## src/rtl/issue_arbiter_pkg.sv

```systemverilog
// rtl/issue_arbiter_pkg.sv - issue arbiter defaults and shared one-hot encoder
// Shared with IBuffer_wrapper and the scoreboard so every block encodes warp IDs identically.
package issue_arbiter_pkg;

  localparam int DEF_NUM_WARPS    = 8;
  localparam int DEF_LOGNUM_WARPS = $clog2(DEF_NUM_WARPS);
  localparam int DEF_STARVE_LIMIT = 4;
  localparam int MAX_WARPS        = 64;

  // OR-reduction of set-bit indices; exact for a one-hot input, 0 for an all-zero input.
  function automatic int onehot_enc(input logic [MAX_WARPS-1:0] oh);
    int idx;
    idx = 0;
    for (int i = 0; i < MAX_WARPS; i++) begin
      if (oh[i]) idx = idx | i;
    end
    return idx;
  endfunction

endpackage

```

## src/rtl/issue_arbiter_rr_priority_arbiter.sv

```systemverilog
// rtl/issue_arbiter_rr_priority_arbiter.sv - one-hot find-first starting at ptr, wrapping
// Works for any N, not only powers of two, by wrapping the search index explicitly.
module rr_priority_arbiter
  import issue_arbiter_pkg::*;
#(
  parameter int N  = DEF_NUM_WARPS,
  parameter int PW = $clog2(N)
) (
  input  logic [N-1:0]  req,
  input  logic [PW-1:0] ptr,
  output logic [N-1:0]  grt
);

  always_comb begin
    logic found;
    int   idx;
    grt   = '0;
    found = 1'b0;
    for (int off = 0; off < N; off++) begin
      idx = int'(ptr) + off;
      if (idx >= N) idx = idx - N;
      if (!found && req[idx]) begin
        grt[idx] = 1'b1;
        found    = 1'b1;
      end
    end
  end

endmodule

```

## src/rtl/issue_arbiter.sv

```systemverilog
// rtl/issue_arbiter.sv - warp issue arbiter, round-robin by default
// Defining ISSUE_GTO_EN builds greedy-then-oldest with a starvation guard.
module issue_arbiter
  import issue_arbiter_pkg::*;
#(
  parameter int NUM_WARPS    = DEF_NUM_WARPS,
  parameter int LOGNUM_WARPS = $clog2(NUM_WARPS),
  parameter int STARVE_LIMIT = DEF_STARVE_LIMIT
) (
  input  logic                    clk,
  input  logic                    rst,
  input  logic [NUM_WARPS-1:0]    req_IB_IU,
  input  logic                    stall_OC_IU,
  output logic [NUM_WARPS-1:0]    grt_IU_IB,
  output logic                    valid_IU_OC,
  output logic [LOGNUM_WARPS-1:0] warpID_IU_OC
);

  logic [LOGNUM_WARPS-1:0] rr_ptr_q, rr_ptr_d;
  logic                    valid_q, valid_d;
  logic [LOGNUM_WARPS-1:0] warp_q, warp_d;
  logic [NUM_WARPS-1:0]    rr_grt, pick;
  logic [LOGNUM_WARPS-1:0] grt_id;
  logic                    grt_any;

  rr_priority_arbiter #(.N(NUM_WARPS), .PW(LOGNUM_WARPS)) u_rr (
    .req (req_IB_IU),
    .ptr (rr_ptr_q),
    .grt (rr_grt)
  );

`ifdef ISSUE_GTO_EN
  localparam int AW = $clog2(STARVE_LIMIT + 1);

  logic [AW-1:0]           age_q [NUM_WARPS];
  logic [AW-1:0]           age_d [NUM_WARPS];
  logic [LOGNUM_WARPS-1:0] last_warp_q, last_warp_d;
  logic                    last_valid_q, last_valid_d;
  logic [NUM_WARPS-1:0]    starved, starve_grt;

  always_comb begin
    starved = '0;
    for (int w = 0; w < NUM_WARPS; w++) begin
      starved[w] = req_IB_IU[w] && (age_q[w] == AW'(STARVE_LIMIT));
    end
  end

  rr_priority_arbiter #(.N(NUM_WARPS), .PW(LOGNUM_WARPS)) u_starve (
    .req (starved),
    .ptr (rr_ptr_q),
    .grt (starve_grt)
  );

  always_comb begin
    pick = '0;
    if (|starved) begin
      pick = starve_grt;
    end else if (last_valid_q && req_IB_IU[last_warp_q]) begin
      pick[last_warp_q] = 1'b1;
    end else begin
      pick = rr_grt;
    end
  end
`else
  assign pick = rr_grt;
`endif

  assign grt_IU_IB = (rst || stall_OC_IU) ? '0 : pick;
  assign grt_any   = |grt_IU_IB;
  assign grt_id    = LOGNUM_WARPS'(onehot_enc(MAX_WARPS'(grt_IU_IB)));

  always_comb begin
    rr_ptr_d = rr_ptr_q;
    warp_d   = warp_q;
    valid_d  = grt_any;
    if (grt_any) begin
      warp_d   = grt_id;
      rr_ptr_d = (grt_id == LOGNUM_WARPS'(NUM_WARPS - 1)) ? '0 : grt_id + 1'b1;
    end
  end

`ifdef ISSUE_GTO_EN
  // Ages advance on stall cycles too, so a stalled backlog still reaches the starvation bound.
  always_comb begin
    last_warp_d  = grt_any ? grt_id : last_warp_q;
    last_valid_d = last_valid_q | grt_any;
    for (int w = 0; w < NUM_WARPS; w++) begin
      if (!req_IB_IU[w] || grt_IU_IB[w]) begin
        age_d[w] = '0;
      end else if (age_q[w] != AW'(STARVE_LIMIT)) begin
        age_d[w] = age_q[w] + 1'b1;
      end else begin
        age_d[w] = age_q[w];
      end
    end
  end

  always_ff @(posedge clk) begin
    if (rst) begin
      last_warp_q  <= '0;
      last_valid_q <= 1'b0;
      for (int w = 0; w < NUM_WARPS; w++) age_q[w] <= '0;
    end else begin
      last_warp_q  <= last_warp_d;
      last_valid_q <= last_valid_d;
      for (int w = 0; w < NUM_WARPS; w++) age_q[w] <= age_d[w];
    end
  end
`endif

  always_ff @(posedge clk) begin
    if (rst) begin
      rr_ptr_q <= '0;
      valid_q  <= 1'b0;
      warp_q   <= '0;
    end else begin
      rr_ptr_q <= rr_ptr_d;
      valid_q  <= valid_d;
      warp_q   <= warp_d;
    end
  end

  assign valid_IU_OC  = valid_q;
  assign warpID_IU_OC = warp_q;

endmodule

```

## config.mk

```make
export PLATFORM = sky130hd
export DESIGN_NAME = issue_arbiter
export DESIGN_NICKNAME = d
export VERILOG_FILES = /design/src/rtl/issue_arbiter_pkg.sv /design/src/rtl/issue_arbiter_rr_priority_arbiter.sv /design/src/rtl/issue_arbiter.sv
export SDC_FILE = /design/constraint.sdc
export NUM_CORES = 1
export LEC_CHECK = 0
export CAP_MARGIN = 10
export CORE_UTILIZATION = 45
export DETAILED_ROUTE_END_ITERATION = 10
export PLACE_DENSITY = 0.75
export SYNTH_ARGS = -nofsm -noshare
export SYNTH_HDL_FRONTEND = slang
export SYNTH_SLANG_ARGS = --single-unit
```

## constraint.sdc

```tcl
create_clock -name clk -period 5.8 [get_ports clk]
set_input_delay 1.45 -clock clk [delete_from_list [all_inputs] [get_ports clk]]
set_output_delay 1.45 -clock clk [all_outputs]
set_load 0.1 [all_outputs]
```

==> results by group <==
Clocking
  – CTS tree: built
  – Clock Root Buffer: clkbuf_8
  – Clk_lat worst skew: about 0.22 ns
  – CTS clk-pin slew, worst paths: 0.04 ns
  – Clock Tree Buf Depth: 2
  – # clock sinks: 7
  – CTS Buf Count: 3
  – Post-CTS Setup Inserts: 0
  – H-tree depth: 1

Global routing
  – First-pass GRT wire length: roughly 10,000 µm
  – Met1 Usage GRT: 0.4277
  – Vias in the first global route: 2,017
  – Antenna violations before repair: 0
  – Gr busiest metal: met2
  – Met2 usage: 0.4669
  – Largest net degree at the start of global routing: 42
  – Global-route usage over all layers: 0.3001
  – GR Util met3: 0.02796
  – Grt ovf: 0

Floorplan
  – Ports: 23
  – Die area: between 4000 and 5000 µm²
  – Row count: 23
  – Die width: 68.70 µm
  – DIE HEIGHT: roughly 69 µm
  – Core area: 4144 µm²
  – Initial core utilization: 0.4831

Worst hold path
  – Hold Path Sink: warpID_IU_OC[1]
  – Worst hold start: warpID_IU_OC[1]
  – Worst hold path type: reg2reg
  – Worst hold path cell count: 1

Synthesis
  – Post-synthesis average cell area: 8.205 µm²
  – Synthesized area: 2002 µm²
  – Post-Synthesis Cells: ~240
  – Ys async rst share: 0
  – Synth unique cells: 62
  – #FFs+latches synth: 7
  – Ys Warns: 0
  – Seq/Total Area, Yosys: 0.07000
  – EDFF count, synth: 0
  – Ys flop type: dfxtp_1
  – Mapped Nets: 264

Final layout
  – Filler cell count: 386
  – Layout cells sized above 1: 0.2565
  – Area Growth Syn to Fin: 23.31%
  – Final Non-Filler Cells: 319
  – Multi-input logic area: 1740 µm²
  – Inserted Diodes: 0
  – Total area of sequential cells: 140.1 µm²
  – Nets@finish: 290

Critical path
  – Worst Setup End Kind: output pin
  – Critical path data required time: 4.35 ns
  – Worst-path cell chain: clkdlybuf4s50_1 -> buf_4 -> mux4_2 -> mux2i_1 -> and2_1 -> and3_1 -> nor2_1 -> or3_1 -> a21oi_2 -> buf_12
  – CP max-delay cell: clkdlybuf4s50_1
  – Crit Path Class: in2out
  – CP max stage delay: 0.54 ns
  – Worst setup SP type: input pin
  – Arr. time, crit path: between 4 and 5 ns
  – R2R depth: 15
  – CP startpoint: req_IB_IU[5]
  – FF-to-FF Start: rr_ptr_q[1]
  – Critical R2R Capture: rr_ptr_q[2]
  – CP Max Fanout: 6
  – FF-to-FF setup slack: 1.49 ns

Detailed routing
  – Total length of routed wires: between 6000 and 7000 µm
  – Number of routed nets with antenna violations: 0
  – DRC Markers: 0
  – DRT Pass-1 Iters: 5
  – Wire per inst: 20.86 µm
  – 1st-iter DRT viols: roughly 280
  – Total number of vias: 2,254
  – Via density: 7.066

Pwr
  – Logic pwr share: 0.902
  – Tot Pwr: 1.404 mW
  – Pleak: 0.8895 nW
  – Cell Pwr Density: 568.5 nW/µm²
  – Reg power frac: 0.051
  – Switching part of the total: 0.5937
  – Psw: 0.8332 mW
  – P_int: 0.5703 mW
  – Peak VDD IR: 0.3976 mV
  – Clock network power share: 0.047

Placed design
  – Placed insts: 315
  – GPL Wtd Cong: between 0.9 and 1
  – Input/output buffers: 22
  – Dpl hpwl: 5061 µm

STA
  – Minimum clock period: 5.672 ns
  – # setup viols final: 0
  – Final period util: 0.9780
  – FMAX: roughly 0.18 GHz
  – Max-slew violations: 0
  – Hold_ws: 0.4697 ns
  – Normalized max-slew margin: 0.3451
  – Slew @ Worst Pin: ~0.98 ns
  – Fin. Hold Viols: 0
  – Setup Skew: roughly 0.0037 ns
  – Setup_tns: 0 ns
  – RSZ-0062 raised after global routing: no

Job
  – MaxCap Viol Count: 0

Outcome
  – Status: complete, no violations
-- registers in the layout, summed over array words and instances (netlist names) --
signal and flops:
warpID_IU_OC 3, valid_IU_OC 1, rr_ptr_q 3
-- worst max-delay path, delay by kind of cell --
family          cells  cell delay [ns]
buf+inv             3             0.95
simple gates        4             0.87
mux                 2             0.76
compound gates      1             0.18
-- through the flow --
step,setup WS (ns),instance area [µm²],util
floorplan,0.04316,2037,-
global placement,0.1147,2409,0.5812
detailed placement,0.07381,2409,0.5812
CTS,0.07391,2454,0.5921
global route,0.02806,2469,0.5957
finish,0.1279,2469,0.5957
-- final cells by class --
| cell class | instances | share of cell area |
|---|---|---|
| inverter | 8 | 0.01216 |
| tap | 50 | 0.02534 |
| timing repair buffer | 41 | 0.1825 |
| sequential | 7 | 0.05677 |
| multi-input combinational | 209 | 0.7050 |
| clock buffer | 4 | 0.01825 |
-- how the worst max path moves through the flow --
stage,to,slack (ns),depth (start not counted)
floorplan,grt_IU_IB[0],0.04,9
global placement,grt_IU_IB[0],0.11,9
detailed placement,grt_IU_IB[0],0.07,9
CTS,grt_IU_IB[0],0.07,9
global route,grt_IU_IB[0],0.03,10
finish,grt_IU_IB[0],0.13,10
-- synth_stat cells (7+ instances only) --
cell	instances	area (µm²)
o21ai_0	8	40.04
o22ai_1	10	62.56
mux2_2	7	78.83
a21oi_1	7	35.03
ha_1	9	112.6
nor2_1	19	71.32
a31oi_1	7	43.79
mux4_2	9	202.7
dfxtp_1	7	140.1
nand2_1	22	82.58
nor4_1	8	50.05
nand3_1	14	70.07
clkbuf_1	9	33.78
mux2i_1	16	160.2
-- cell families (layout without fill, tap and decap cells) --
| group | Yosys count | after routing | share of synthesized area |
|---|---|---|---|
| flip-flops | 7 | 7 | 0.07000 |
| multiplexers | 37 | 37 | 0.2787 |
| AO/OA/AOI/OAI | 62 | 62 | 0.2306 |
| adder cells (fa/ha/maj) | 9 | 9 | 0.05625 |
| AND/OR/NAND/NOR | 97 | 97 | 0.2650 |
| buffers and inverters | 28 | 53 | 0.08187 |
| XOR/XNOR | 4 | 4 | 0.01750 |
-- power groups by stage --
stage               Clock, mW  Combinational, mW  Sequential [mW]
global placement            0               1.20           0.0716
floorplan                   0              0.871            0.128
global route           0.0716               1.33           0.0731
CTS                    0.0688               1.22           0.0716
finish                 0.0659               1.27           0.0719
detailed placement          0               1.21           0.0726
-- routing by layer --
| metal | share of wire | vias up |
|---|---|---|
| met5 | 0 | - |
| met2 | 0.45 | 151 |
| li1 | - | 1022 |
| met3 | 0.10 | 25 |
| met1 | 0.42 | 1056 |
| met4 | 0.034 | 0 |
-- placed cells by master, fill, tap and decap left out, drive strengths merged, types with 3 or more instances in the layout --
master,netlist,final
a21oi,7,7
nand3,14,14
clkdlybuf4s50,0,11
nand4,6,6
o211ai,6,6
dfxtp,7,7
nand4b,3,3
a221oi,4,4
nand2,22,22
mux4,13,13
o311ai,3,3
mux2i,16,16
or2,4,4
nor2b,3,3
nor4,10,10
a31oi,8,8
o22ai,10,10
ha,9,9
nor2,20,20
buf,10,27
dlymetal6s2s,0,3
clkbuf,10,4
mux2,8,8
inv,8,8
nor3,3,3
o21ai,9,9
-- timing repair --
item / CTS / global route
setup endpoints to repair: 0 / 2
hold buffers: 0 / 0
gates resized for setup: 0 / 5
No activity file was read; power rests on OpenSTA's default activity.
